`src/rtl/core_seq.sv`:
```
// Multi-cycle accumulator core running a 6502 subset: FETCH / DECODE / EXEC / HALT.
// The core uses A, X and Y registers, N/V/Z/C flags, a zero-page store, an RDY stall and STP.
module core_seq #(
   parameter int unsigned   DW       = 8,
   parameter int unsigned   AW       = 16,
   parameter logic [AW-1:0] RESET_PC = '0
) (
   input  logic          clk,
   input  logic          rst,
   input  logic          RDY,
   output logic          RW,
   output logic [AW-1:0] AD,
   input  logic [DW-1:0] D_in,
   output logic [DW-1:0] D_out,
   output logic          SYNC,
   output logic          HALTED,
   output logic [3:0]    FLAGS
);

   typedef enum logic [3:0] {
      StFetch  = 4'b0001,
      StDecode = 4'b0010,
      StExec   = 4'b0100,
      StHalt   = 4'b1000
   } state_e;

   state_e        r_state, w_state_n;
   logic [AW-1:0] r_pc, w_pc_n;
   logic [DW-1:0] r_a, r_x, r_y, w_a_n, w_x_n, w_y_n;
   logic [7:0]    r_ir;
   logic          r_n, r_v, r_z, r_c;
   logic          w_n_n, w_v_n, w_z_n, w_c_n;

   logic [7:0]    w_op;
   logic          w_is_imm, w_sub, w_cin, w_ovf, w_set_nz, w_sta_exec;
   logic [DW-1:0] w_op2, w_res, w_nz_val;
   logic [DW:0]   w_sum;

   // Implied ops commit in DECODE, before IR holds the opcode.
   assign w_op = (r_state == StDecode) ? D_in[7:0] : r_ir;

   always_comb begin
      w_is_imm = 1'b0;
      case (w_op)
         8'hA9, 8'hA2, 8'hA0, 8'h69, 8'hE9,
         8'h29, 8'h09, 8'h49, 8'hC9, 8'h85: w_is_imm = 1'b1;
         default:                           w_is_imm = 1'b0;
      endcase
   end

   assign w_sub   = (w_op == 8'hE9) || (w_op == 8'hC9);
   assign w_op2   = w_sub ? ~D_in : D_in;
   assign w_cin   = (w_op == 8'hC9) ? 1'b1 : r_c;
   assign w_sum   = {1'b0, r_a} + {1'b0, w_op2} + {{DW{1'b0}}, w_cin};
   assign w_res   = w_sum[DW-1:0];
   assign w_ovf   = (r_a[DW-1] == w_op2[DW-1]) && (w_res[DW-1] != r_a[DW-1]);

   always_comb begin
      w_state_n = r_state;
      w_pc_n    = r_pc;
      w_a_n     = r_a;
      w_x_n     = r_x;
      w_y_n     = r_y;
      w_v_n     = r_v;
      w_c_n     = r_c;
      w_set_nz  = 1'b0;
      w_nz_val  = '0;
      unique case (r_state)
         StFetch: begin
            w_pc_n    = r_pc + 1'b1;
            w_state_n = StDecode;
         end
         StDecode: begin
            if (w_op == 8'hDB) begin
               w_state_n = StHalt;
            end else if (w_is_imm) begin
               w_pc_n    = r_pc + 1'b1;
               w_state_n = StExec;
            end else begin
               w_state_n = StFetch;
               w_set_nz  = 1'b1;
               case (w_op)
                  8'hAA: begin w_x_n = r_a;        w_nz_val = r_a;        end
                  8'h8A: begin w_a_n = r_x;        w_nz_val = r_x;        end
                  8'hA8: begin w_y_n = r_a;        w_nz_val = r_a;        end
                  8'h98: begin w_a_n = r_y;        w_nz_val = r_y;        end
                  8'hE8: begin w_x_n = r_x + 1'b1; w_nz_val = r_x + 1'b1; end
                  8'hC8: begin w_y_n = r_y + 1'b1; w_nz_val = r_y + 1'b1; end
                  8'hCA: begin w_x_n = r_x - 1'b1; w_nz_val = r_x - 1'b1; end
                  8'h88: begin w_y_n = r_y - 1'b1; w_nz_val = r_y - 1'b1; end
                  8'h18: begin w_c_n = 1'b0;       w_set_nz = 1'b0;       end
                  8'h38: begin w_c_n = 1'b1;       w_set_nz = 1'b0;       end
                  default: w_set_nz = 1'b0;
               endcase
            end
         end
         StExec: begin
            w_state_n = StFetch;
            w_set_nz  = 1'b1;
            case (w_op)
               8'hA9: begin w_a_n = D_in;        w_nz_val = D_in;        end
               8'hA2: begin w_x_n = D_in;        w_nz_val = D_in;        end
               8'hA0: begin w_y_n = D_in;        w_nz_val = D_in;        end
               8'h29: begin w_a_n = r_a & D_in;  w_nz_val = r_a & D_in;  end
               8'h09: begin w_a_n = r_a | D_in;  w_nz_val = r_a | D_in;  end
               8'h49: begin w_a_n = r_a ^ D_in;  w_nz_val = r_a ^ D_in;  end
               8'h69, 8'hE9: begin
                  w_a_n    = w_res;
                  w_c_n    = w_sum[DW];
                  w_v_n    = w_ovf;
                  w_nz_val = w_res;
               end
               8'hC9: begin w_c_n = w_sum[DW];   w_nz_val = w_res;       end
               default: w_set_nz = 1'b0;
            endcase
         end
         StHalt: w_state_n = StHalt;
         default: w_state_n = StFetch;
      endcase
      w_n_n = w_set_nz ? w_nz_val[DW-1]   : r_n;
      w_z_n = w_set_nz ? (w_nz_val == '0) : r_z;
   end

   always_ff @(posedge clk or posedge rst) begin
      if (rst) begin
         r_state <= StFetch;
         r_pc    <= RESET_PC;
         r_a     <= '0;
         r_x     <= '0;
         r_y     <= '0;
         r_ir    <= '0;
         r_n     <= 1'b0;
         r_v     <= 1'b0;
         r_z     <= 1'b0;
         r_c     <= 1'b0;
      end else if (RDY) begin
         r_state <= w_state_n;
         r_pc    <= w_pc_n;
         r_a     <= w_a_n;
         r_x     <= w_x_n;
         r_y     <= w_y_n;
         r_n     <= w_n_n;
         r_v     <= w_v_n;
         r_z     <= w_z_n;
         r_c     <= w_c_n;
         if (r_state == StDecode) r_ir <= D_in[7:0];
      end
   end

   // The zero-page address comes straight from the operand on D_in during EXEC.
   assign w_sta_exec = (r_state == StExec) && (r_ir == 8'h85);
   assign AD         = w_sta_exec ? {{(AW-8){1'b0}}, D_in[7:0]} : r_pc;
   assign RW         = ~w_sta_exec;
   assign D_out      = r_a;
   assign SYNC       = (r_state == StFetch);
   assign HALTED     = (r_state == StHalt);
   assign FLAGS      = {r_n, r_v, r_z, r_c};

endmodule

```
`config.mk`:
```
export PLATFORM = sky130hd
export DESIGN_NAME = core_seq
export DESIGN_NICKNAME = d
export VERILOG_FILES = /design/src/rtl/core_seq.sv
export SDC_FILE = /design/constraint.sdc
export NUM_CORES = 1
export LEC_CHECK = 0
export ABC_CLOCK_PERIOD_IN_PS = 6300
export CORE_MARGIN = 2
export CORE_UTILIZATION = 60
export DETAILED_ROUTE_END_ITERATION = 7
export HOLD_SLACK_MARGIN = 0.12
export PLACE_DENSITY = 0.79
export SLEW_MARGIN = 0
export SYNTH_ARGS = -nofsm -noshare
export SYNTH_HDL_FRONTEND = slang
export SYNTH_SLANG_ARGS = --single-unit
```
`constraint.sdc`:
```
create_clock -name clk -period 6.3 [get_ports clk]
set_input_delay 1.89 -clock clk [delete_from_list [all_inputs] [get_ports clk]]
set_output_delay 1.89 -clock clk [all_outputs]
set_load 0.03 [all_outputs]
```
# After elaboration in Yosys (flattened, before gate mapping)
# Index checks and enable logic that the tools add are counted.
# word_totals
ff_bits	56
wordCells	122
out_inout_bits	31
inputBits	11
# classes
n_reduce_logical	20
eq_ne	39
add_sub_neg	7
bitwise_logic	5
n_mux	41
# ops
op	count
== test 8 bit (second input constant)	16
two-way mux 8 bit	12
case mux 8 bit (2 select lines)	5
case mux 8 bit (5 select lines)	2
case mux 8 bit (7 select lines)	1
two-way mux 16 bit	3
case mux 8 bit (3 select lines)	2
case mux 16 bit (2 select lines)	1
AND reduction 6 bit	4
adder 16 x 1 -> 16 bit (second input constant)	1
adder 8 x 1 -> 8 bit (second input constant)	2
== test 8 x 6 -> 1 bit (second input constant)	2
== test 8 x 7 -> 1 bit (second input constant)	2
subtractor 8 x 1 -> 8 bit (second input constant)	2
case mux 4 bit (3 select lines)	1
OR reduction 10 bit	1
adder 8 x 8 -> 9 bit	1
adder 9 x 1 -> 9 bit	1
two-way mux 1 bit	9
OR reduction 9 bit	1
bitwise AND 8 bit	1
== test 8 x 4 -> 1 bit (second input constant)	1
== test 8 x 5 -> 1 bit (second input constant)	1
logical NOT 8 bit	1
other kinds (27)	39

# Longest topological paths before layout
# Gate-level depths: netlist (run 1).
# logic_depth
word_depth	10
mapped_depth	19
depth_no_buf	15

# Worst setup path after synthesis (run 1)
# Ideal clock, no wire load.
# synth_path
kind	in2reg
from	input port D_in[3]
to	register r_z
stages	14
required_time_ns	6.204
setup_time_ns	0.096
n_path_buf	1
path_slack_ns	0.642
arrival_time_ns	5.562
path_cell_list	clkbuf_1 > and4bb_2 > mux2_2 > o21ai_2 > xnor2_1 > fa_1 > and3_1 > or3_1 > a2111o_1 > o2bb2a_1 > nand4_1 > or4_1 > o311a_1 > a311oi_2
# synth_via
elab_chain_len	9
elab_cells_between_ends	48
cone_classes	add/sub: 2; eq/ne: 19; mux: 14; bitwise: 4; reduce/logical: 9
# synth_rtl
item	line_no	source
start, declared	13	input logic [DW-1:0] D_in,
two-way mux 8 bit	--	
== test 8 bit, on equally long branches	--	
logical OR 1 bit	51	assign w_sub = (w_op == 8'hE9) || (w_op == 8'hC9);
two-way mux 8 bit	52	assign w_op2 = w_sub ? ~D_in : D_in;
adder 8 x 8 -> 9 bit	54	assign w_sum = {1'b0, r_a} + {1'b0, w_op2} + {{DW{1'b0}}, w_cin};
adder 9 x 1 -> 9 bit	54	
case mux 8 bit (5 select lines)	100	case (w_op)
case mux 8 bit (2 select lines)	68	unique case (r_state)
logical NOT 8 bit	121	w_z_n = w_set_nz ? (w_nz_val == '0) : r_z;
end signal, assigned	144	r_z <= w_z_n;
end, declared	31	logic r_n, r_v, r_z, r_c;
# Parallel ways exist; a longest one is shown, timed or not.
# A chain may end at the register's enable or synchronous reset.

# Worst setup path after layout (run 1)
# layout_path
from	input port D_in[1]
to	register r_z
# Same word-level chain as after synthesis.

==> impl_metrics.ini, run 1 <==
[cts]
cts_tree = done
cts_buffers = 5
clock-sinks = 56
clk_latency_ps = 340
cts.htree.levels = 2
hold_buffers = 0
clkTransAtPathRegs_ps = 120
post_cts_buffers = 0
ctsResizeCount = 0
cts_root_buf = clkbuf_8
clk_path_buf_depth = 2

[cells_and_area]
drive_gt1_share_pct = 9.15
post-route-util_pct = 67.3
final_nets = 762
layout_common_cells = nand2_1, o21ai_0, dfrtp_1, nor2_1, clkdlybuf4s50_1
layout_commonest_cell = nand2_1
area_growth_pct = 9.72

[worst_setup_path]
slowest_stage = clkdlybuf4s50_1
worstPathMaxFanout = 8
critical_path_arrival_ps = 6260
crit_chain = clkdlybuf4s50_1 > and4bb_2 > mux2_2 > o21ai_2 > xnor2_1 > fa_1 > and3_1 > or3_1 > a2111o_1 > o2bb2a_1 > nand4_1 > or4_1 > o311a_1 > a311oi_2
worst_ep_required_time_ps = 6550
crit_type = input port to flop
crit_path_max_incr_delay_ps = 520
worst_setup_path_end_kind = flop
cp-start-kind = input port

[synthesis]
syn_inst = 705
synth-async-reset-ratio_pct = 100
synthFlopType = dfrtp_1
avgSynthCellArea_um2 = 7.96
synthDistinctLibCells = 84
syn-num-nets = 747
synth-edff-count = 0
ys_ff_latch = 56
yosysWarningCount = 0
syn_area_um2 = 5610
synth-seq-area-share_pct = 25.0

[place]
portBuffers = 41
hpwl_um = 13900
gp_congestion = 0.986

[run]
drv_cap = 0

[timing]
final.period_utilization_pct = 95.4
hold_violations = 0
fmax_mhz = 166
min_period_ps = 6010
rsz0062_at_grt = no
maxSlewHeadroom_pct = 36.8
tns_ps = 0
worst-slew-pin-transition_ps = 935
setup_violations = 0
clock_skew_ps = 11.7
drv_slew = 0

[global_routing]
grt_usage_pct = 38.1
antenna_found_initial = 1
grt_pass1_vias = 5526
grt_pass1_wl_um = 30000
grt_start_max_net_pins = 57
overflow = 0

[pwr]
powerDensity_nw_per_um2 = 342
p_sw_uw = 1080
pwr-share-comb_pct = 55.8
power_frac_seq_pct = 33.5
clkPwrFrac_pct = 10.8
p_total_uw = 2110
ir_drop_uv = 209
swShare_pct = 51.2
internal-power_uw = 1030
p_leak_uw = 0.00254

[die]
ios = 42
num_rows = 35
die_x_um = 101
core-area_um2 = 9150
start_util_pct = 61.3
die_area_um2 = 10100
dieHeight_um = 101

[route]
drc = 1
dr.pass1.iters = 8
wirelength_um = 18900
avgViaCountPerCell = 7.13
routedWlPerCell_um = 22.7
vias = 5940
drt-initial-drc-count = 698
ant_nets = 0

[outcome]
status = finished, violations left
violations = design-rule violations

[worst_hold_path]
min_path_type = flop to flop
through the flow:
step	hold WS (ps)	setup slack (ps)	cells	cell area [um^2]
final	476	289	833	6160
after global routing	502	112	832	6150
after floorplan	434	642	705	5610
after CTS	477	348	832	6150
after global placement	455	150	824	6060
after detailed placement	458	-1.65	824	6060
cells by family (layout without fill, tap and decap cells):
kind of cell / Yosys count / after routing / share of synthesized area (%)
AOI/OAI and AO/OA: 205 / 205 / 25.6
buffers and inverters: 91 / 107 / 7.02
adders and majority gates: 31 / 31 / 7.18
xor gates and xnor gates: 30 / 30 / 4.68
muxes: 25 / 25 / 4.79
and+or+nand+nor: 267 / 267 / 25.7
other: 0 / 1 / 0
DFF: 56 / 56 / 25.0
layout make-up:
type                    count  area (um^2)
flip-flops and latches     56         1400
repair buffers             59          546
clock buffers               5         68.8
inverters                  40          150
multi-input cells         558         3830
diodes                      1         2.50
well taps                 111          139
fillers                   779         3000
clock inverters             3         21.3
worst paths after layout:
| kind | from | end | slack, ps | cells after the start |
|---|---|---|---|---|
| max in group asynchronous | rst | r_pc[5] | 3700 | 3 |
| worst max register to register | r_state[3] | r_z | 1160 | 13 |
| worst min-delay path | r_pc[15] | r_pc[15] | 480 | 1 |
| worst max-delay path | D_in[1] | r_z | 290 | 14 |
| min in group asynchronous | rst | D_out[6] | 2070 | 3 |
| worst min register to register | r_pc[15] | r_pc[15] | 480 | 1 |
worst max-delay path, delay by kind of cell:
kind                     cells  cell delay (ps)
buffers and inverters        1              520
XOR/XNOR                     1              170
AO/OA/AOI/OAI                5             1460
multiplexers                 1              330
adder cells (fa/ha/maj)      1              440
AND/OR/NAND/NOR              5             1460
power groups by stage:
stage               combinational (uW)  sequential (uW)  clock (uW)
floorplan                          878              614           0
global placement                  1110              692           0
detailed placement                1140              698           0
CTS                               1150              691         224
global route                      1280              721         236
finish                            1180              705         227
routing by layer:
metal	up-vias	share of wire, %	global-route usage [%]
met5	-	0	0
met3	99	9.8	5.76
met1	2789	41	52.1
li1	2640	-	-
met2	412	44	59.2
met4	0	5.8	18.2
synthesized netlist by cell type, types with 7 or more instances:
| cell type | number | area (um^2) |
|---|---|---|
| nand2_1 | 76 | 285 |
| o21ai_0 | 59 | 295 |
| dfrtp_1 | 55 | 1380 |
| nor2_1 | 53 | 199 |
| inv_1 | 40 | 150 |
| clkbuf_1 | 35 | 131 |
| a21oi_1 | 31 | 155 |
| ha_1 | 29 | 363 |
| nand3_1 | 24 | 120 |
| xnor2_1 | 18 | 158 |
| mux2_2 | 15 | 169 |
| nand4_1 | 15 | 93.8 |
| and2_1 | 13 | 81.3 |
| nor3_1 | 12 | 60.1 |
| xor2_1 | 12 | 105 |
| a221oi_1 | 11 | 96.3 |
| and3_1 | 11 | 68.8 |
| mux2i_1 | 10 | 100 |
| a31oi_1 | 9 | 56.3 |
| nor2b_1 | 9 | 56.3 |
| a211oi_1 | 8 | 60.1 |
| a22oi_1 | 8 | 60.1 |
| nor4_1 | 8 | 50.1 |
| nor4b_1 | 7 | 61.3 |
registers in the layout (all words and copies together) (netlist names):
signal   flops
r_pc        16
r_z          1
r_y          8
r_c          1
r_ir         8
r_x          8
D_out        8
r_n          1
r_state      4
r_v          1
Note: power is estimated with default switching activity, not from simulation.
==> inputs of run 2 (changes only) <==
--- a/config.mk
+++ b/config.mk
@@ -11,6 +11,7 @@
 export DETAILED_ROUTE_END_ITERATION = 7
 export HOLD_SLACK_MARGIN = 0.12
 export PLACE_DENSITY = 0.79
+export SETUP_SLACK_MARGIN = 0.02
 export SLEW_MARGIN = 0
 export SYNTH_ARGS = -nofsm -noshare
 export SYNTH_HDL_FRONTEND = slang
==> results of run 2 <==
No change in the layout: final DEF, timing and power equal those of run 1.
